`src/rtl/pipe_hazard_ctrl.sv`:
```
// pipe_hazard_ctrl: central pipeline sequencer for the 5-stage RV64 core.
// Owns the stall/flush/bubble controls of the IF/ID, ID/EXE and EXE/MEM
// pipeline registers. Resolves load-use hazards, MUL/DIV waits (with a
// watchdog), data-memory wait-states and branch/jump redirects.
//
// Parameters:
//   FLUSH_CYCLES  cycles of IF/ID flush after a redirect (1..7)
//   MDU_TIMEOUT   max MDU_WAIT cycles before the MUL/DIV op is abandoned (2..255)
//
// Ports:
//   clk, rst (synchronous, active-low)
//   id_*          ID-stage instruction and its source-register usage
//   exe_*         EXE-stage instruction: dest reg, load/MDU/redirect flags
//   mdu_done      MUL/DIV result ready (1-cycle pulse)
//   mem_req/ready MEM-stage data access handshake
//   if_stall/id_stall/exe_stall      hold IF/ID, ID/EXE, EXE/MEM
//   id_flush/exe_bubble/mem_bubble   zero IF/ID, ID/EXE, EXE/MEM
//   mdu_start     start pulse to MUL/DIV unit
//   mdu_timeout   sticky watchdog error flag
//   ctrl_state    RUN=0, MEM_WAIT=1, MDU_WAIT=2, FLUSH=3
//
// Optional build macro PIPE_HAZARD_PERF_CNT_EN adds perf_stall_cnt and
// perf_flush_cnt (64-bit, wrapping) outputs.
module pipe_hazard_ctrl #(
  parameter int unsigned FLUSH_CYCLES = 1,
  parameter int unsigned MDU_TIMEOUT  = 64
) (
  input  logic       clk,
  input  logic       rst,
  input  logic       id_valid,
  input  logic [4:0] id_rs1,
  input  logic [4:0] id_rs2,
  input  logic       id_rs1_used,
  input  logic       id_rs2_used,
  input  logic       exe_valid,
  input  logic [4:0] exe_rd,
  input  logic       exe_is_load,
  input  logic       exe_is_mdu,
  input  logic       exe_redirect,
  input  logic       mdu_done,
  input  logic       mem_req,
  input  logic       mem_ready,
  output logic       if_stall,
  output logic       id_stall,
  output logic       exe_stall,
  output logic       id_flush,
  output logic       exe_bubble,
  output logic       mem_bubble,
  output logic       mdu_start,
  output logic       mdu_timeout,
  output logic [1:0] ctrl_state
`ifdef PIPE_HAZARD_PERF_CNT_EN
  ,
  output logic [63:0] perf_stall_cnt,
  output logic [63:0] perf_flush_cnt
`endif
);

  typedef enum logic [1:0] {
    RUN      = 2'd0,
    MEM_WAIT = 2'd1,
    MDU_WAIT = 2'd2,
    FLUSH    = 2'd3
  } state_t;

  localparam logic [2:0] FLUSH_LOAD = 3'(FLUSH_CYCLES - 1);
  localparam logic [7:0] WD_LAST    = 8'(MDU_TIMEOUT - 1);

  state_t     state_q, state_d;
  logic [2:0] fcnt_q, fcnt_d;
  logic [7:0] wd_q, wd_d;
  logic       timeout_q, timeout_d;

  logic mem_stall, redirect, load_use, accept_redirect;
  logic c_if_stall, c_id_stall, c_exe_stall;
  logic c_id_flush, c_exe_bubble, c_mem_bubble, c_mdu_start;

  assign mem_stall = mem_req & ~mem_ready;
  assign redirect  = exe_redirect & exe_valid;
  assign load_use  = exe_valid & exe_is_load & (exe_rd != 5'd0) & id_valid &
                     ((id_rs1_used & (id_rs1 == exe_rd)) |
                      (id_rs2_used & (id_rs2 == exe_rd)));

  always_comb begin
    state_d         = state_q;
    fcnt_d          = fcnt_q;
    wd_d            = wd_q;
    timeout_d       = timeout_q;
    accept_redirect = 1'b0;
    c_if_stall      = 1'b0;
    c_id_stall      = 1'b0;
    c_exe_stall     = 1'b0;
    c_id_flush      = 1'b0;
    c_exe_bubble    = 1'b0;
    c_mem_bubble    = 1'b0;
    c_mdu_start     = 1'b0;
    case (state_q)
      RUN: begin
        if (mem_stall) begin
          c_if_stall  = 1'b1;
          c_id_stall  = 1'b1;
          c_exe_stall = 1'b1;
          state_d     = MEM_WAIT;
        end else if (redirect) begin
          c_id_flush      = 1'b1;
          c_exe_bubble    = 1'b1;
          accept_redirect = 1'b1;
          if (FLUSH_CYCLES > 1) begin
            state_d = FLUSH;
            fcnt_d  = FLUSH_LOAD;
          end
        end else if (exe_valid & exe_is_mdu) begin
          c_mdu_start  = 1'b1;
          c_if_stall   = 1'b1;
          c_id_stall   = 1'b1;
          c_mem_bubble = 1'b1;
          wd_d         = '0;
          state_d      = MDU_WAIT;
        end else if (load_use) begin
          c_if_stall   = 1'b1;
          c_id_stall   = 1'b1;
          c_exe_bubble = 1'b1;
        end
      end
      MEM_WAIT: begin
        if (!mem_ready) begin
          c_if_stall  = 1'b1;
          c_id_stall  = 1'b1;
          c_exe_stall = 1'b1;
        end else begin
          state_d = RUN;
        end
      end
      MDU_WAIT: begin
        // done wins over a coinciding watchdog expiry
        if (mdu_done) begin
          state_d = RUN;
        end else begin
          c_if_stall   = 1'b1;
          c_id_stall   = 1'b1;
          c_mem_bubble = 1'b1;
          wd_d         = wd_q + 8'd1;
          if (wd_q == WD_LAST) begin
            c_exe_bubble = 1'b1;
            timeout_d    = 1'b1;
            state_d      = RUN;
          end
        end
      end
      FLUSH: begin
        if (mem_stall) begin
          c_if_stall  = 1'b1;
          c_id_stall  = 1'b1;
          c_exe_stall = 1'b1;
          fcnt_d      = '0;
          state_d     = MEM_WAIT;
        end else if (redirect) begin
          c_id_flush      = 1'b1;
          c_exe_bubble    = 1'b1;
          accept_redirect = 1'b1;
          fcnt_d          = FLUSH_LOAD;
        end else begin
          c_id_flush = 1'b1;
          fcnt_d     = fcnt_q - 3'd1;
          if (fcnt_q <= 3'd1) begin
            fcnt_d  = '0;
            state_d = RUN;
          end
        end
      end
      default: state_d = RUN;
    endcase
  end

  always_ff @(posedge clk) begin
    if (!rst) begin
      state_q   <= RUN;
      fcnt_q    <= '0;
      wd_q      <= '0;
      timeout_q <= 1'b0;
    end else begin
      state_q   <= state_d;
      fcnt_q    <= fcnt_d;
      wd_q      <= wd_d;
      timeout_q <= timeout_d;
    end
  end

  // All controls are forced low while reset is asserted.
  assign if_stall    = rst & c_if_stall;
  assign id_stall    = rst & c_id_stall;
  assign exe_stall   = rst & c_exe_stall;
  assign id_flush    = rst & c_id_flush;
  assign exe_bubble  = rst & c_exe_bubble;
  assign mem_bubble  = rst & c_mem_bubble;
  assign mdu_start   = rst & c_mdu_start;
  assign mdu_timeout = rst & timeout_q;
  assign ctrl_state  = state_q & {2{rst}};

`ifdef PIPE_HAZARD_PERF_CNT_EN
  logic [63:0] stall_cnt_q, flush_cnt_q;

  always_ff @(posedge clk) begin
    if (!rst) begin
      stall_cnt_q <= '0;
      flush_cnt_q <= '0;
    end else begin
      if (c_if_stall)      stall_cnt_q <= stall_cnt_q + 64'd1;
      if (accept_redirect) flush_cnt_q <= flush_cnt_q + 64'd1;
    end
  end

  assign perf_stall_cnt = rst ? stall_cnt_q : '0;
  assign perf_flush_cnt = rst ? flush_cnt_q : '0;
`else
  logic unused_accept;
  assign unused_accept = accept_redirect;
`endif

endmodule

```
`config.mk`:
```
export PLATFORM = sky130hd
export DESIGN_NAME = pipe_hazard_ctrl
export DESIGN_NICKNAME = d
export VERILOG_FILES = /design/src/rtl/pipe_hazard_ctrl.sv
export SDC_FILE = /design/constraint.sdc
export NUM_CORES = 1
export LEC_CHECK = 0
export ABC_CLOCK_PERIOD_IN_PS = 3410
export CORE_ASPECT_RATIO = 1.5
export CORE_MARGIN = 2
export CORE_UTILIZATION = 40
export CTS_CLUSTER_SIZE = 16
export DETAILED_ROUTE_END_ITERATION = 10
export GPL_TIMING_DRIVEN = 0
export HOLD_SLACK_MARGIN = 0.08
export PLACE_DENSITY = 0.78
export SKIP_CTS_REPAIR_TIMING = 1
export SYNTH_ARGS = -nofsm -noshare
export SYNTH_HDL_FRONTEND = slang
export SYNTH_SLANG_ARGS = --single-unit
```
`constraint.sdc`:
```
create_clock -name clk -period 3.41 [get_ports clk]
set_input_delay 0.682 -clock clk [delete_from_list [all_inputs] [get_ports clk]]
set_output_delay 0.682 -clock clk [all_outputs]
set_load 0.02 [all_outputs]
```
### Word level (Yosys, flattened, before mapping)

Index checks and enable logic that the tools add are counted.

* output and inout port bits: 10
* flip-flop bits (word level): 14

* order comparisons: 1
* reduce and logical (&&, ||, !) cells: 7
* $add $sub $neg: 2
* bitwise logic cells: 20
* muxes and demuxes: 42
* eq/ne operators: 16

Operators with widths (count)
* $mux 8: 4
* $mux 1: 19
* $mux 2: 9
* $and 1x1->1: 16
* $pmux 8 s2: 1
* $ne 3x3->1 const B: 5
* $eq 5x5->1: 2
* $ne 2x2->1 const B: 5
* $mux 3: 3
* $add 8x1->8 const B: 1
* $eq 8x6->1 const B: 1
* $pmux 2 s4: 1
* $pmux 1 s2: 3
* $reduce_and 6->1: 1
* $reduce_and 5->1: 1
* $reduce_bool 5->1: 1
* $eq 2x2->1 const B: 2
* $pmux 1 s4: 1
* $le 3x1->1 const B: 1
* $pmux 1 s3: 1
* $reduce_and 3->1: 1
* $sub 3x1->3 const B: 1
* $and 2x2->2: 1
* $eq 2x1->1 const B: 1
* 5 further kinds: 6

### Logic depth before layout (Yosys ltp)

* word-level depth: 10
* gate-level depth with buffers: 8
* gate-level depth less buffers: 6

### Worst setup path before layout

No wires, ideal clock.

* path type: input-to-output
* start point: input port exe_rd[3]
* end point: output port if_stall
* slack: 692 ps
* data arrival time: 2036 ps
* required time: 2728 ps
* stages: 5
* buffers on the path: 1
* cell sequence: xor2_1 nor4_1 a32oi_1 o21ai_0 buf_4

* word-level cells in the longest chain between the ends: 10

Ends and longest elaborated chain
* start, declared: line 36 `input logic [4:0] exe_rd,`
* $eq 5x5->1, or another cell as far along: line 81 `((id_rs1_used & (id_rs1 == exe_rd)) |`
* $and 1x1->1, on equally long branches: line 81, 80, 82
* $or 1x1->1 / $and 1x1->1 (equally long branches): line 81, 80
* $and 1x1->1 *: line 80 `assign load_use = exe_valid & exe_is_load & (exe_rd != 5'd0) & id_valid &`
* $mux 1 * (4 in series)
* $pmux 1 s4 *
* $and 1x1->1 *
* end, declared: line 43 `output logic if_stall,`

Mark *: on every way between the ends. The rest lies on a longest branch, timed or not.

### Worst setup path in the final report

* start point: input port mem_ready
* end point: output port exe_bubble

* word-level cells in the longest chain between the ends: 5

Ends and longest elaborated chain
* start, declared: line 42 `input logic mem_ready,`
* $not 1->1 *: line 78 `assign mem_stall = mem_req & ~mem_ready;`
* $and 1x1->1 *: line 78
* $mux 1, on equally long branches: line 151, 99
* $pmux 1 s3 *: line 97 `case (state_q)`
* $and 1x1->1 *: line 194 `assign exe_bubble = rst & c_exe_bubble;`
* end, declared: line 47 `output logic exe_bubble,`

Marks and branches as above.

==> flow_metrics.env <==
export IMPL_async_reset_ff_share_pct=0
export IMPL_final_util_pct=58.29
export IMPL_ys_seq_area_share_pct=23.50
export IMPL_hp_class="reg -> reg"
export IMPL_syn_cell_area_sq_um=1192
export IMPL_cp_max_fo=5
export IMPL_gp_congestion=0.9412
export IMPL_core_area_sq_um=2883
export IMPL_clock_sinks=14
export IMPL_cp_arrival_ps=2550
export IMPL_cts_tree="built"
export IMPL_comb_power_share_pct=38.5
export IMPL_drive_gt1_share_pct=10.05
export IMPL_area_delta_synth_final_pct=40.92
export IMPL_cts_max_path_buffers=2
export IMPL_clkPwrFrac_pct=29.4
export IMPL_critPathRequiredTime_ps=2730
export IMPL_yosysTopAreaCell="dfxtp_1"
export IMPL_grt_max_degree=11
export IMPL_p_sw_w=0.0001835
export IMPL_stdcell_area_sq_um=1680
export IMPL_synth_edf_count=0
export IMPL_drtPass1Iterations=4
export IMPL_rsz0062_at_grt="false"
export IMPL_powerDensity_nw_per_um2=330.8
export IMPL_via_per_inst=5.658
export IMPL_intPower_w=0.0003724
export IMPL_overflow=0
export IMPL_io_buffers=36
export IMPL_finalNetCount=225
export IMPL_slew_violations=0
export IMPL_ir_worst_vdd_mv=0.2627
export IMPL_num_antenna_cells=0
export IMPL_p_sw_share_pct=33.01
export IMPL_final_setup_worst_slack_ps=177.2
export IMPL_power_leakage_nw=0.6961
export IMPL_yosysTopAreaCellShare_pct=23.50
export IMPL_worstMarginPinSlew_ps=494.1
export IMPL_clkTransAtPathRegs_ps=50
export IMPL_cts_made_buffers=3
export IMPL_die_area_sq_um=3443
export IMPL_synth_area_leaders="dfxtp_1 (24%), ha_1 (8.4%), xor2_1 (5.9%), a21oi_1 (4.2%), nor4_1 (3.7%)"
export IMPL_postSynthAreaPerCell_sq_um=8.003
export IMPL_yosysUniqueCellTypes=48
export IMPL_fmax_mhz=309.3
export IMPL_num_vias=1290
export IMPL_drv_cap=0
export IMPL_syn_inst=149
export IMPL_postPlaceCellArea_sq_um=1602
export IMPL_crit_path_start_kind="input port"
export IMPL_path_class="in -> out"
export IMPL_htree_levels=1
export IMPL_ff2ff_setup_slack_ps=1430
export IMPL_io_pins=37
export IMPL_grt_pass1_wl_um=5582
export IMPL_synth_seq_cells=14
export IMPL_gr_usage_all_layers_pct=20.14
export IMPL_ant_nets=0
export IMPL_wl_um=3421
export IMPL_wl_per_cell_um=15.00
export IMPL_fin_crit_ps=3233
export IMPL_start_util_pct=41.36
export IMPL_relSlewSlack_pct=67.06
export IMPL_cts_root_buffer="clkbuf_8"
export IMPL_drcViolationCount=0
export IMPL_pwr_share_seq_pct=32.1
export IMPL_fp_row_count=24
export IMPL_yosys_warnings=0
export IMPL_antenna_found_initial=0
export IMPL_synth_ff_type="dfxtp_1"
export IMPL_initialDrtViolationCount=31
export IMPL_hold_viol=0
export IMPL_status="completed"
export IMPL_grt_pass1_vias=1298
export IMPL_pre_cts_ws_ps=-197.0
export IMPL_hpwlAfterDp_um=2713
export IMPL_fin_crit_sh_pct=94.80
export IMPL_cp_end_kind="output pin"
export IMPL_finalSetupViolations=0
export IMPL_die_h_um=70.87
export IMPL_final_setup_skew_ps=3.565
export IMPL_synthesis_nets=184
export IMPL_die_width_um=48.58
export IMPL_clk_latency_ps=250
==> per-stage QoR <==
step	setup TNS [ps]	total power (W)	hold WS [ps]	instances
after global routing	0	0.0005821	496.5	228
after floorplan	0	0.0003080	431.7	149
after detailed placement	-379.6	0.0003953	457.2	224
final	0	0.0005558	461.4	228
after global placement	-291.8	0.0003873	453.2	224
after CTS	-422.5	0.0005589	471.4	228
==> flip-flops by register name, indices dropped and copies added (netlist names) <==
name and cells:
timeout_q 1, wd_q 8, fcnt_q 3, state_q 2
==> synthesized netlist by cell type (2+ instances only) <==
cell / count
o31ai_1: 3
or4_1: 3
nor4_1: 7
nor2b_1: 2
mux2i_1: 3
xor2_1: 8
inv_1: 11
ha_1: 8
nand3_1: 7
or3_1: 2
o21ai_0: 7
a21oi_1: 10
nor2_1: 10
dfxtp_1: 14
clkbuf_1: 2
xnor2_1: 2
nor3_1: 4
a32oi_1: 2
o32ai_1: 3
nand2b_1: 4
nand4_1: 2
nand2_1: 9
==> area by class of cell <==
class / instances / area [sq um]
fill: 274 / 1202
multi-input combinational: 118 / 832.0
timing repair buffer: 36 / 377.9
sequential: 14 / 280.3
clock buffer: 4 / 55.05
tap: 39 / 48.80
buffer: 6 / 45.04
inverter: 11 / 41.29
==> routing by layer <==
metal | GRT usage [%] | vias to the layer above | wire, um
met5 | 0 | - | 0
met4 | 6.667 | 0 | 38
met3 | 3.797 | 6 | 240
met2 | 39.97 | 53 | 1815
met1 | 20.76 | 601 | 1328
li1 | - | 630 | -
==> cells in the final DEF (no fill, tap or decap), drive strengths merged, types with 3 or more instances in the layout <==
cell type,n
clkdlybuf4s50,29
dfxtp,14
inv,11
nor2,10
a21oi,10
nand2,9
xor2,8
ha,8
o21ai,8
clkbuf,8
nand3,7
dlymetal6s2s,7
nor4,7
nand2b,4
nor3,4
o32ai,3
mux2i,3
o31ai,3
or4,3
or3,3
==> critical path: stages <==
cell and delay, ps:
clkdlybuf4s50_1 560, or2b_2 200, nand3_1 110, or4b_2 610
o32ai_1 130, dlymetal6s2s_1 260
==> power groups by stage <==
stage / logic, W / clock network, W / registers [W]
after CTS: 0.000215 / 0.000166 / 0.000178
after global routing: 0.000233 / 0.000170 / 0.000179
after global placement: 0.000207 / 0 / 0.000181
after floorplan: 0.000128 / 0 / 0.000180
after detailed placement: 0.000213 / 0 / 0.000182
final: 0.000214 / 0.000163 / 0.000178
==> kinds of logic after synthesis <==
family / Yosys count / share of synthesized area, %
AOI/OAI and AO/OA: 36 / 21.72
xor gates and xnor gates: 10 / 7.346
adders and majority gates: 8 / 8.395
buffers and inverters: 17 / 7.240
DFF: 14 / 23.50
muxes: 4 / 3.463
and+or+nand+nor: 60 / 28.33
==> worst paths after layout <==
kind,cells past startpoint,to,startpoint
min,2,timeout_q$_SDFFE_PN0P_,timeout_q$_SDFFE_PN0P_
max reg2reg,7,wd_q[6]$_SDFFE_PN0P_,state_q[0]$_SDFFE_PN0P_
max,6,exe_bubble,mem_ready
min reg2reg,2,timeout_q$_SDFFE_PN0P_,timeout_q$_SDFFE_PN0P_
No activity file was read; power rests on OpenSTA's default activity.
